`src/rtl/icache_refill_controller.sv`:
```
// Tag/valid store and miss sequencer for a fully associative instruction cache.
// Looks up the fetch tag against every line in parallel and drives the data array
// read and write strobes. On a miss it fetches the block from memory, writes it
// into a victim line, and then replays the read from that line.
module icache_refill_controller #(
  parameter int BLOCK_WIDTH = 512,
  parameter int LINES       = 8,
  parameter int ADDR_WIDTH  = 32,
  parameter int TAG_WIDTH   = 26
) (
  input  logic                                   CLK,
  input  logic                                   RST_N,
  input  logic [ADDR_WIDTH-1:0]                  ADDR_IN,
  input  logic                                   ADDR_VALID,
  output logic                                   READY,
  output logic                                   HIT,
  output logic                                   RESP_VALID,
  input  logic                                   FLUSH,
  output logic                                   MEM_REQ,
  output logic [ADDR_WIDTH-1:0]                  MEM_ADDR,
  input  logic                                   MEM_ACK,
  input  logic [BLOCK_WIDTH-1:0]                 MEM_DATA,
  output logic [(LINES > 1 ? $clog2(LINES) : 1)-1:0] WRITE_TAG_ADDRESS,
  output logic [BLOCK_WIDTH-1:0]                 DATA_IN,
  output logic                                   WRITE_ENABLE,
  output logic [(LINES > 1 ? $clog2(LINES) : 1)-1:0] READ_TAG_ADDRESS,
  output logic                                   READ_ENBLE,
  output logic                                   READ_HIT
);

  localparam int IDX_W = (LINES > 1) ? $clog2(LINES) : 1;
  localparam int OFF_W = ADDR_WIDTH - TAG_WIDTH;

  typedef enum logic [1:0] {
    S_IDLE     = 2'd0,
    S_MISS_REQ = 2'd1,
    S_REPLAY   = 2'd2
  } state_t;

  state_t               state_q;
  logic [LINES-1:0]     valid_q;
  logic [TAG_WIDTH-1:0] tag_q [LINES];
  logic [IDX_W-1:0]     victim_ptr_q;
  logic [IDX_W-1:0]     victim_q;
  logic                 victim_was_valid_q;
  logic                 flush_pending_q;
  logic [TAG_WIDTH-1:0] miss_tag_q;
  logic                 resp_valid_q;

  logic [TAG_WIDTH-1:0] lookup_tag;
  logic [LINES-1:0]     match;
  logic                 hit_any;
  logic [IDX_W-1:0]     hit_idx;
  logic                 free_any;
  logic [IDX_W-1:0]     free_idx;
  logic                 flush_now;
  logic                 lookup_hit;
  logic                 lookup_miss;
  logic                 fill;
  logic [IDX_W-1:0]     victim_ptr_inc;
  logic                 unused_addr_bits;

  assign lookup_tag       = ADDR_IN[ADDR_WIDTH-1 -: TAG_WIDTH];
  // Offset bits select bytes inside the block and never take part in the lookup.
  assign unused_addr_bits = ^ADDR_IN[OFF_W-1:0];

  // Parallel tag compare, one comparator per line.
  generate
    for (genvar gi = 0; gi < LINES; gi++) begin : g_match
      assign match[gi] = valid_q[gi] && (tag_q[gi] == lookup_tag);
    end
  endgenerate

  // Priority-encode the hit vector and the free-line vector; lowest index wins.
  always_comb begin
    hit_idx  = '0;
    free_idx = '0;
    for (int i = LINES - 1; i >= 0; i--) begin
      if (match[i])   hit_idx  = IDX_W'(i);
      if (!valid_q[i]) free_idx = IDX_W'(i);
    end
  end

  assign hit_any  = |match;
  assign free_any = ~&valid_q;

  assign flush_now   = FLUSH | flush_pending_q;
  assign lookup_hit  = (state_q == S_IDLE) && !flush_now && ADDR_VALID && hit_any;
  assign lookup_miss = (state_q == S_IDLE) && !flush_now && ADDR_VALID && !hit_any;
  assign fill        = (state_q == S_MISS_REQ) && MEM_ACK;

  assign victim_ptr_inc = (victim_ptr_q == IDX_W'(LINES - 1)) ? '0 : victim_ptr_q + 1'b1;

  // Lookup and replay outputs follow the state and the inputs in the same cycle.
  assign READY             = (state_q == S_IDLE) && !flush_now;
  assign HIT               = lookup_hit;
  assign READ_ENBLE        = lookup_hit || (state_q == S_REPLAY);
  assign READ_HIT          = READ_ENBLE;
  assign READ_TAG_ADDRESS  = lookup_hit ? hit_idx :
                             (state_q == S_REPLAY) ? victim_q : '0;
  assign MEM_REQ           = (state_q == S_MISS_REQ);
  assign MEM_ADDR          = MEM_REQ ? {miss_tag_q, {OFF_W{1'b0}}} : '0;
  assign WRITE_ENABLE      = fill;
  assign WRITE_TAG_ADDRESS = fill ? victim_q : '0;
  assign DATA_IN           = fill ? MEM_DATA : '0;
  assign RESP_VALID        = resp_valid_q;

  // Sequencer: valid bits, victim choice, pending flush and the miss/replay FSM.
  always_ff @(posedge CLK or negedge RST_N) begin
    if (!RST_N) begin
      state_q            <= S_IDLE;
      valid_q            <= '0;
      victim_ptr_q       <= '0;
      victim_q           <= '0;
      victim_was_valid_q <= 1'b0;
      flush_pending_q    <= 1'b0;
      miss_tag_q         <= '0;
      resp_valid_q       <= 1'b0;
    end else begin
      resp_valid_q <= READ_ENBLE;
      case (state_q)
        S_IDLE: begin
          if (flush_now) begin
            valid_q         <= '0;
            victim_ptr_q    <= '0;
            flush_pending_q <= 1'b0;
          end else if (lookup_miss) begin
            miss_tag_q         <= lookup_tag;
            victim_q           <= free_any ? free_idx : victim_ptr_q;
            victim_was_valid_q <= !free_any;
            state_q            <= S_MISS_REQ;
          end
        end
        S_MISS_REQ: begin
          if (FLUSH) flush_pending_q <= 1'b1;
          if (MEM_ACK) begin
            valid_q[victim_q] <= 1'b1;
            // Round-robin only advances when a live line was displaced.
            if (victim_was_valid_q) victim_ptr_q <= victim_ptr_inc;
            state_q <= S_REPLAY;
          end
        end
        S_REPLAY: begin
          if (FLUSH) flush_pending_q <= 1'b1;
          state_q <= S_IDLE;
        end
        default: state_q <= S_IDLE;
      endcase
    end
  end

  // Tag store; tags are meaningless until their valid bit is set, so no reset.
  always_ff @(posedge CLK) begin
    if (fill) tag_q[victim_q] <= miss_tag_q;
  end

endmodule

```
`config.mk`:
```
export PLATFORM = sky130hd
export DESIGN_NAME = icache_refill_controller
export DESIGN_NICKNAME = d
export VERILOG_FILES = /design/src/rtl/icache_refill_controller.sv
export SDC_FILE = /design/constraint.sdc
export NUM_CORES = 1
export LEC_CHECK = 0
export CAP_MARGIN = 30
export CORE_AREA = 10 10 423 425
export CTS_BUF_LIST = sky130_fd_sc_hd__clkbuf_4 sky130_fd_sc_hd__clkbuf_8
export CTS_CLUSTER_SIZE = 30
export DETAILED_ROUTE_END_ITERATION = 10
export DIE_AREA = 0 0 433 435
export HOLD_SLACK_MARGIN = 0.15
export PLACE_DENSITY = 0.31
export SLEW_MARGIN = 20
export SYNTH_ARGS = -nofsm -noshare
export SYNTH_HDL_FRONTEND = slang
export SYNTH_SLANG_ARGS = --single-unit
```
`constraint.sdc`:
```
create_clock -name CLK -period 3.59 [get_ports CLK]
set_input_delay 0.5385 -clock CLK [delete_from_list [all_inputs] [get_ports CLK]]
set_output_delay 0.5385 -clock CLK [all_outputs]
set_load 0.05 [all_outputs]
```
==> results of run 1 <==
[cell usage after synthesis (all sizes together)]
master  count  area, µm²
a211o       1      10.01
a21bo       1      10.01
a21boi      1      7.510
a21oi      10      50.05
a22oi       1      7.510
a31oi       5      31.28
a32o        1      10.01
a32oi       1      8.760
a41oi       1      8.760
and2       26      162.7
and3      513       3209
buf        36      274.0
clkbuf    120      450.4
conb        1      3.750
dfrtp      45       1126
edfxtp    208       6246
ha          5      62.56
inv        12      45.04
mux2       28      409.1
nand2      18      67.56
nand2b      3      18.77
nand3       6      30.03
nand4      47      309.0
nor2       19      71.32
nor2b       2      12.51
nor3       13      70.07
nor4       23      158.9
o211ai      1      7.510
o21a        1      7.510
o21ai       9      45.04
o311ai      1      8.760
o31ai       1      7.510
o41ai       1      8.760
or2         1      8.760
or4         1      7.510
xnor2     132       1156
xor2       76      665.6
[worst reg2reg max path, stage by stage (launching register included)]
cell and delay, ns:
sky130_fd_sc_hd__edfxtp_1 0.40, sky130_fd_sc_hd__xor2_2 0.32, sky130_fd_sc_hd__nor4_4 0.09, sky130_fd_sc_hd__nand4_1 0.16, sky130_fd_sc_hd__buf_4 0.17, sky130_fd_sc_hd__or2_4 0.13
sky130_fd_sc_hd__nand4_4 0.12, sky130_fd_sc_hd__buf_6 0.15, sky130_fd_sc_hd__buf_4 0.13, sky130_fd_sc_hd__nor4_4 0.40, sky130_fd_sc_hd__buf_12 0.25, sky130_fd_sc_hd__mux2_2 0.39
[registers in the layout, indices dropped and copies added, names as in the netlist]
| register | count |
|---|---|
| victim_ptr_q | 3 |
| tag_q | 208 |
| RESP_VALID | 1 |
| miss_tag_q | 26 |
| state_q | 2 |
| valid_q | 8 |
| victim_was_valid_q | 1 |
| flush_pending_q | 1 |
| victim_q | 3 |
[through the flow]
| stage | instances | instance area [µm²] |
|---|---|---|
| 2_1_floorplan | 1376 | 14820 |
| 3_3_place_gp | 4703 | 32200 |
| 3_5_place_dp | 4703 | 32200 |
| 4_1_cts | 4793 | 33310 |
| 5_1_grt | 4812 | 33520 |
| 6_report | 4837 | 33590 |
[final cells by class]
class	count	share of cell area
diodes	41	0.003055
clock buffers	79	0.02790
clock inverters	9	0.002384
inverters	12	0.001341
multi-input cells	955	0.2051
flip-flops and latches	253	0.2195
well taps	2233	0.08318
repair buffers	1255	0.4575
[routing by layer]
metal | wire length (µm) | up-vias | GRT usage
li1 | - | 7330 | -
met1 | 71810 | 8346 | 0.2186
met2 | 122600 | 1133 | 0.4463
met3 | 26960 | 531 | 0.1186
met4 | 5748 | 102 | 0.03953
met5 | 650 | - | 0
[power groups by stage]
stage,Sequential (mW),Clock [mW],Combinational [mW]
2_1_floorplan,4.15,0,4.70
3_3_place_gp,4.63,0,10.4
3_5_place_dp,4.63,0,10.3
4_1_cts,4.57,3.16,10.4
5_1_grt,4.59,3.26,10.6
6_report,4.53,3.07,10.2
[placed cells by master (no fill, tap or decap), types with 12 or more instances in the layout]
master and instances:
sky130_fd_sc_hd__buf_12 361, sky130_fd_sc_hd__edfxtp_1 208, sky130_fd_sc_hd__nor2_1 16, sky130_fd_sc_hd__clkdlybuf4s50_1 535, sky130_fd_sc_hd__xnor2_1 126, sky130_fd_sc_hd__mux2_4 25, sky130_fd_sc_hd__diode_2 41, sky130_fd_sc_hd__and3_1 513
sky130_fd_sc_hd__xor2_1 75, sky130_fd_sc_hd__clkbuf_8 55, sky130_fd_sc_hd__nand4_1 46, sky130_fd_sc_hd__clkbuf_4 24, sky130_fd_sc_hd__dfrtp_1 45, sky130_fd_sc_hd__buf_4 337, sky130_fd_sc_hd__dlymetal6s2s_1 12, sky130_fd_sc_hd__inv_1 12
sky130_fd_sc_hd__nand2_1 18, sky130_fd_sc_hd__and2_1 26
[cell families after synthesis]
family / after synthesis / share of synthesized area
AOI/OAI and AO/OA: 36 / 0.01548
xor gates and xnor gates: 208 / 0.1231
adders and majority gates: 5 / 0.004229
buffers and inverters: 168 / 0.05201
DFF: 253 / 0.4983
muxes: 28 / 0.02766
other: 1 / 0.0002535
and+or+nand+nor: 672 / 0.2789
[worst min-delay path by stage]
stage	start	slack, ns	endpoint	cells after the start
after floorplan	RST_N	0.24	RESP_VALID	0
after global placement	flush_pending_q	0.51	flush_pending_q	2
after detailed placement	flush_pending_q	0.52	flush_pending_q	2
after CTS	MEM_ACK	0.37	state_q[1]	3
after global routing	ADDR_IN[21]	0.35	miss_tag_q[15]	3
final	ADDR_IN[21]	0.37	miss_tag_q[15]	3
[timing repair]
item                                   in CTS  in global routing
resized for setup                          18                 30
pin swaps                                  13                 17
hold buffers                                1                  0
setup endpoints to repair                   6                  9
endpoints found under the hold margin      17                  0
buffers inserted                            1                  4
==> out/summary.json, run 1 <==
{
  "run_status": "complete, but fails checks",
  "violated_checks": "negative setup slack",
  "numPortBuffers": 1093,
  "cts_root_buffer": "sky130_fd_sc_hd__clkbuf_8",
  "synth.distinct_cells": 44,
  "ant_nets": 0,
  "tightestPinTransition_ns": 0.7395,
  "final-seq-area_um2": 7372,
  "crit_path_max_incr_delay_ns": 0.59,
  "layout.nets": 3079,
  "first_pass_iters": 5,
  "hold_viol": 0,
  "max_cap_viol_count": 0,
  "worst_setup_path_startpoint": "tag_q[7][5]",
  "worst_setup_path_endpoint": "READ_TAG_ADDRESS[0]",
  "ioPinCount": 1106,
  "total_area_of_multi_input_combinational_cells_um2": 6890,
  "dpl_worst_slack_ns": -0.6119,
  "synth_seq_area_share": 0.4983,
  "core_region_area_um2": 170600,
  "p_leak_nw": 14.33,
  "fmax_mhz": 276.4,
  "critical_path_required_ns": 3.05,
  "filler_cell_count": 18616,
  "rsz_0062_raised_after_global_routing": "yes",
  "worstReg2RegStart": "tag_q[7][6]",
  "p_comb_frac": 0.574,
  "reg2regPathDepth": 11,
  "crit_cells": 10,
  "final-setup-viol-count": 1,
  "worstPathCellList": "xnor2_1 > buf_4 > nand4_1 > or4_4 > a211o_2 > a21bo_1 > a21boi_2 > o21ai_2 > o21ai_2 > buf_12",
  "syn_area_um2": 14790,
  "max-vdd-ir-drop_mv": 0.2481,
  "finalCoreUtilization": 0.1969,
  "fp.dieArea_um2": 188400,
  "htreeDepth": 2,
  "num_vias": 17442,
  "synthCells": 1371,
  "pwr_per_cell_area_nw_per_um2": 531.2,
  "largest_net_degree_at_the_start_of_global_routing": 156,
  "layout_min_cycle_time_ns": 3.619,
  "design_power_total_mw": 17.84,
  "clk_pin_slew_worst_paths_ns": 0.06,
  "final_max_slew_viols": 0,
  "intPower_mw": 9.274,
  "clock_power_share": 0.172,
  "grt_pass1_wl_mm": 269.4,
  "setup_total_negative_slack_ns": -0.02855,
  "clock_tree_from_tritoncts": "yes",
  "die-height_um": 435,
  "antenna_violations_before_repair": 286,
  "max_slew_margin": 0.5070,
  "synth-warning-count": 0,
  "first_global_vias": 17499,
  "sw_share": 0.4802,
  "routedWlPerCell_um": 47.10,
  "min_path_type": "in2reg",
  "floorplan.initialDensity": 0.08672,
  "cp.arrival_ns": 3.08,
  "crit_path_launch_type": "register",
  "clk_path_buf_depth": 3,
  "r2r_setup_slack_ns": 0.77,
  "area_delta_synth_final_pct": 127.0,
  "endpoint_kind": "output pin",
  "gr-usage-all-layers": 0.2318,
  "routed_wirelength_mm": 227.8,
  "worstReg2RegEnd": "miss_tag_q[25]",
  "crit_path_max_fanout": 2,
  "clock_latency_on_the_worst_skew_pair_ns": 0.64,
  "critical_path.slowest_cell": "sky130_fd_sc_hd__or4_4",
  "crit_path_frequent_cell": "sky130_fd_sc_hd__o21ai_2",
  "clock_skew_ns": 0.02346,
  "start_to_end_type_of_the_worst_setup_path": "reg2out",
  "post_route_cells_drive_above_1_share": 0.3340,
  "hpwl_mm": 204.0,
  "holdWs_ns": 0.3722,
  "share_seq_of_total_power": 0.254,
  "grt.overflow.total": 0,
  "post_drt_via_cell_ratio": 3.606,
  "ys_seq_elements": 253,
  "clock_sink_count": 253,
  "final_min_period_over_clock_period": 1.008,
  "cpLargestDelayFamily": "compound AO/OA/AOI/OAI gates",
  "horizontal_die_dimension_um": 433,
  "drc_errors": 0,
  "gp_congestion": 0.9015,
  "placement_rows": 152,
  "syn_area_per_cell_um2": 10.79,
  "postLayoutSetupSlackWorst_ns": -0.02855,
  "power_switching_mw": 8.567,
  "worst-path-buf-inv": 2,
  "drt_iter0_drc": 1007,
  "tritoncts.num_buffers": 48
}
(Power assumes the default switching activity.)
==> run 2, diff against run 1 <==
--- a/config.mk
+++ b/config.mk
@@ -13,7 +13,7 @@
 export DIE_AREA = 0 0 433 435
 export HOLD_SLACK_MARGIN = 0.15
 export PLACE_DENSITY = 0.31
-export SLEW_MARGIN = 20
+export SLEW_MARGIN = 30
 export SYNTH_ARGS = -nofsm -noshare
 export SYNTH_HDL_FRONTEND = slang
 export SYNTH_SLANG_ARGS = --single-unit
==> results of run 2 <==
The final DEF is identical to that of run 1; final timing and power are the same.
==> run 3, diff against run 2 <==
--- a/config.mk
+++ b/config.mk
@@ -6,13 +6,15 @@
 export NUM_CORES = 1
 export LEC_CHECK = 0
 export CAP_MARGIN = 30
-export CORE_AREA = 10 10 423 425
+export CORE_AREA = 10 10 426 428
 export CTS_BUF_LIST = sky130_fd_sc_hd__clkbuf_4 sky130_fd_sc_hd__clkbuf_8
 export CTS_CLUSTER_SIZE = 30
 export DETAILED_ROUTE_END_ITERATION = 10
-export DIE_AREA = 0 0 433 435
+export DIE_AREA = 0 0 436 438
+export DONT_BUFFER_PORTS = 1
 export HOLD_SLACK_MARGIN = 0.15
-export PLACE_DENSITY = 0.31
+export PLACE_DENSITY = 0.3
+export SKIP_LAST_GASP = 1
 export SLEW_MARGIN = 30
 export SYNTH_ARGS = -nofsm -noshare
 export SYNTH_HDL_FRONTEND = slang
==> run 3 against run 2 <==
- the flow finishes with violations (antenna violations, negative setup slack)
- hold slack got worse by 0.19 ns
- sequential power increased by 2%
- global-route usage increased by 0.21 points
- critical path depth unchanged
- via count decreased by 11%
- critical path type unchanged
- highest routed layer unchanged
- total power shrank 13%
- critical endpoint unchanged
==> out/summary.json, run 3 (same netlist as run 1, synthesis figures left out) <==
{
  "clk_pin_slew_worst_paths_ns": 0.06,
  "drc_errors": 0,
  "power_switching_mw": 8.242,
  "core_region_area_um2": 173100,
  "layout_min_cycle_time_ns": 3.631,
  "crit_path_max_incr_delay_ns": 0.58,
  "max-vdd-ir-drop_mv": 0.2090,
  "tightestPinTransition_ns": 0.9507,
  "violated_checks": "antenna violations, negative setup slack",
  "max_slew_margin": 0.3662,
  "worst-path-buf-inv": 2,
  "placement_rows": 153,
  "clock_tree_from_tritoncts": "yes",
  "largest_net_degree_at_the_start_of_global_routing": 517,
  "reg2regPathDepth": 9,
  "clk_path_buf_depth": 3,
  "grt_pass1_wl_mm": 270.3,
  "setup_total_negative_slack_ns": -0.05208,
  "clock_power_share": 0.182,
  "holdWs_ns": 0.1854,
  "crit_cells": 10,
  "critical_path.slowest_cell": "sky130_fd_sc_hd__or4_4",
  "drt_iter0_drc": 1474,
  "post_drt_via_cell_ratio": 3.468,
  "antenna_violations_before_repair": 346,
  "ant_nets": 1,
  "htreeDepth": 2,
  "cp.arrival_ns": 3.09,
  "final_min_period_over_clock_period": 1.011,
  "design_power_total_mw": 15.61,
  "rsz_0062_raised_after_global_routing": "yes",
  "pwr_per_cell_area_nw_per_um2": 660.6,
  "placed_cell_area_um2": 21440,
  "final_common_cell": "sky130_fd_sc_hd__buf_4",
  "intPower_mw": 7.367,
  "largest_register_ff_count": 208,
  "routedWlPerCell_um": 52.31,
  "clock_latency_on_the_worst_skew_pair_ns": 0.61,
  "finalCoreUtilization": 0.1365,
  "regMostFlops": "tag_q",
  "fmax_mhz": 275.4,
  "first_pass_iters": 5,
  "share_seq_of_total_power": 0.296,
  "critical_path_required_ns": 3.05,
  "ioPinCount": 1106,
  "worstReg2RegEnd": "miss_tag_q[25]",
  "tritoncts.num_buffers": 46,
  "max_cap_viol_count": 0,
  "worstPathCellList": "xnor2_2 > nand4_1 > or4_4 > a211o_2 > a21bo_1 > a21boi_1 > o21ai_1 > o21ai_2 > buf_4 > buf_8",
  "hold_viol": 0,
  "area_delta_synth_final_pct": 59.73,
  "layout.nets": 2412,
  "biggestRegsByFlops": "tag_q (208), miss_tag_q (26), valid_q (8)",
  "postLayoutSetupSlackWorst_ns": -0.04075,
  "routed_wirelength_mm": 235.5,
  "sw_share": 0.5280,
  "r2r_setup_slack_ns": 0.81,
  "worst_setup_path_startpoint": "tag_q[7][25]",
  "hpwl_mm": 210.9,
  "first_global_vias": 14544,
  "grt.overflow.total": 0,
  "final-setup-viol-count": 2,
  "horizontal_die_dimension_um": 436,
  "start_to_end_type_of_the_worst_setup_path": "reg2out",
  "run_status": "complete, but fails checks",
  "num_vias": 15608,
  "crit_path_launch_type": "register",
  "clock_skew_ns": 0.04257,
  "post_route_cells_drive_above_1_share": 0.3652,
  "final_max_slew_viols": 0,
  "fp.dieArea_um2": 191000,
  "die-height_um": 438,
  "p_leak_nw": 10.44,
  "floorplan.initialDensity": 0.08549,
  "min_path_type": "in2reg",
  "cts_root_buffer": "sky130_fd_sc_hd__clkbuf_8",
  "worst_setup_path_endpoint": "READ_TAG_ADDRESS[0]",
  "cpLargestDelayFamily": "compound AO/OA/AOI/OAI gates",
  "worstReg2RegStart": "tag_q[7][3]",
  "postLayoutCellArea_um2": 23630,
  "p_comb_frac": 0.522,
  "endpoint_kind": "output pin",
  "numPortBuffers": 0,
  "gp_congestion": 0.8939,
  "crit_path_max_fanout": 2,
  "commonest_non_fill_non_tap_cells_in_the_layout": "sky130_fd_sc_hd__buf_4 (533), sky130_fd_sc_hd__and3_1 (513), sky130_fd_sc_hd__edfxtp_1 (208)",
  "clock_sink_count": 253,
  "gr-usage-all-layers": 0.2340
}
[run 3: changes by cell type in the layout (fill, tap and decap cells not counted), moves of 7 or more]
cell,previous run,this run
sky130_fd_sc_hd__nor4_1,11,18
sky130_fd_sc_hd__diode_2,41,284
sky130_fd_sc_hd__dlygate4sd3_1,1,28
sky130_fd_sc_hd__buf_4,337,533
sky130_fd_sc_hd__buf_12,361,21
sky130_fd_sc_hd__dlymetal6s2s_1,12,0
sky130_fd_sc_hd__clkdlybuf4s50_1,535,0
[run 3: power groups by stage]
stage | registers (mW) | logic [mW] | clock network, mW
after global routing | 4.69 | 8.43 | 3.04
after detailed placement | 4.72 | 7.98 | 0
after global placement | 4.71 | 8.00 | 0
after CTS | 4.66 | 8.22 | 2.92
final | 4.61 | 8.15 | 2.85
after floorplan | 4.15 | 4.70 | 0
[run 3: worst min-delay path by stage]
stage / slack, ns / to / start / cells past startpoint
after floorplan: 0.24 / RESP_VALID / RST_N / 0
after global placement: 0.25 / RESP_VALID / RST_N / 0
after detailed placement: 0.25 / RESP_VALID / RST_N / 0
after CTS: 0.22 / state_q[1] / MEM_ACK / 2
after global routing: 0.18 / state_q[1] / MEM_ACK / 2
final: 0.19 / state_q[1] / MEM_ACK / 2
[run 3: cell type report]
cell class	count	area, µm²
Clock buffer	67	809.5
Fill cell	19799	149400
Sequential cell	253	7372
Clock inverter	15	113.9
Timing Repair Buffer	590	4845
Antenna cell	284	710.7
Tap cell	2325	2909
Multi-Input combinational cell	955	6825
Inverter	12	45.04
[run 3: worst reg2reg max path, delay by kind of cell (launching register included)]
family | cells | cell delay, ns
xor gates and xnor gates | 1 | 0.35
buffers and inverters | 2 | 0.47
DFF | 1 | 0.38
muxes | 1 | 0.42
and+or+nand+nor | 5 | 1.03
[run 3: per-layer routing]
layer | GRT usage | vias up | part of all wire
met5 | 0 | - | 0.0015
met1 | 0.2467 | 7496 | 0.34
li1 | - | 6265 | -
met3 | 0.07877 | 512 | 0.097
met4 | 0.01965 | 56 | 0.020
met2 | 0.4604 | 1279 | 0.54
[run 3: timing repair]
| action | in CTS | in global routing |
|---|---|---|
| setup endpoints to repair | 7 | 6 |
| resized for setup | 14 | 5 |
| hold endpoints to repair | 72 | 0 |
| buffers inserted | 5 | 0 |
| pin swaps | 8 | 4 |
| hold buffers | 29 | 0 |
[run 3: per-stage QoR]
stage | instances | setup WS (ns)
5_1_grt | 4268 | -0.1597
6_report | 4501 | -0.04075
3_3_place_gp | 4098 | 0.08982
3_5_place_dp | 4099 | 0.09944
2_1_floorplan | 1376 | 0.03963
4_1_cts | 4215 | -0.1647
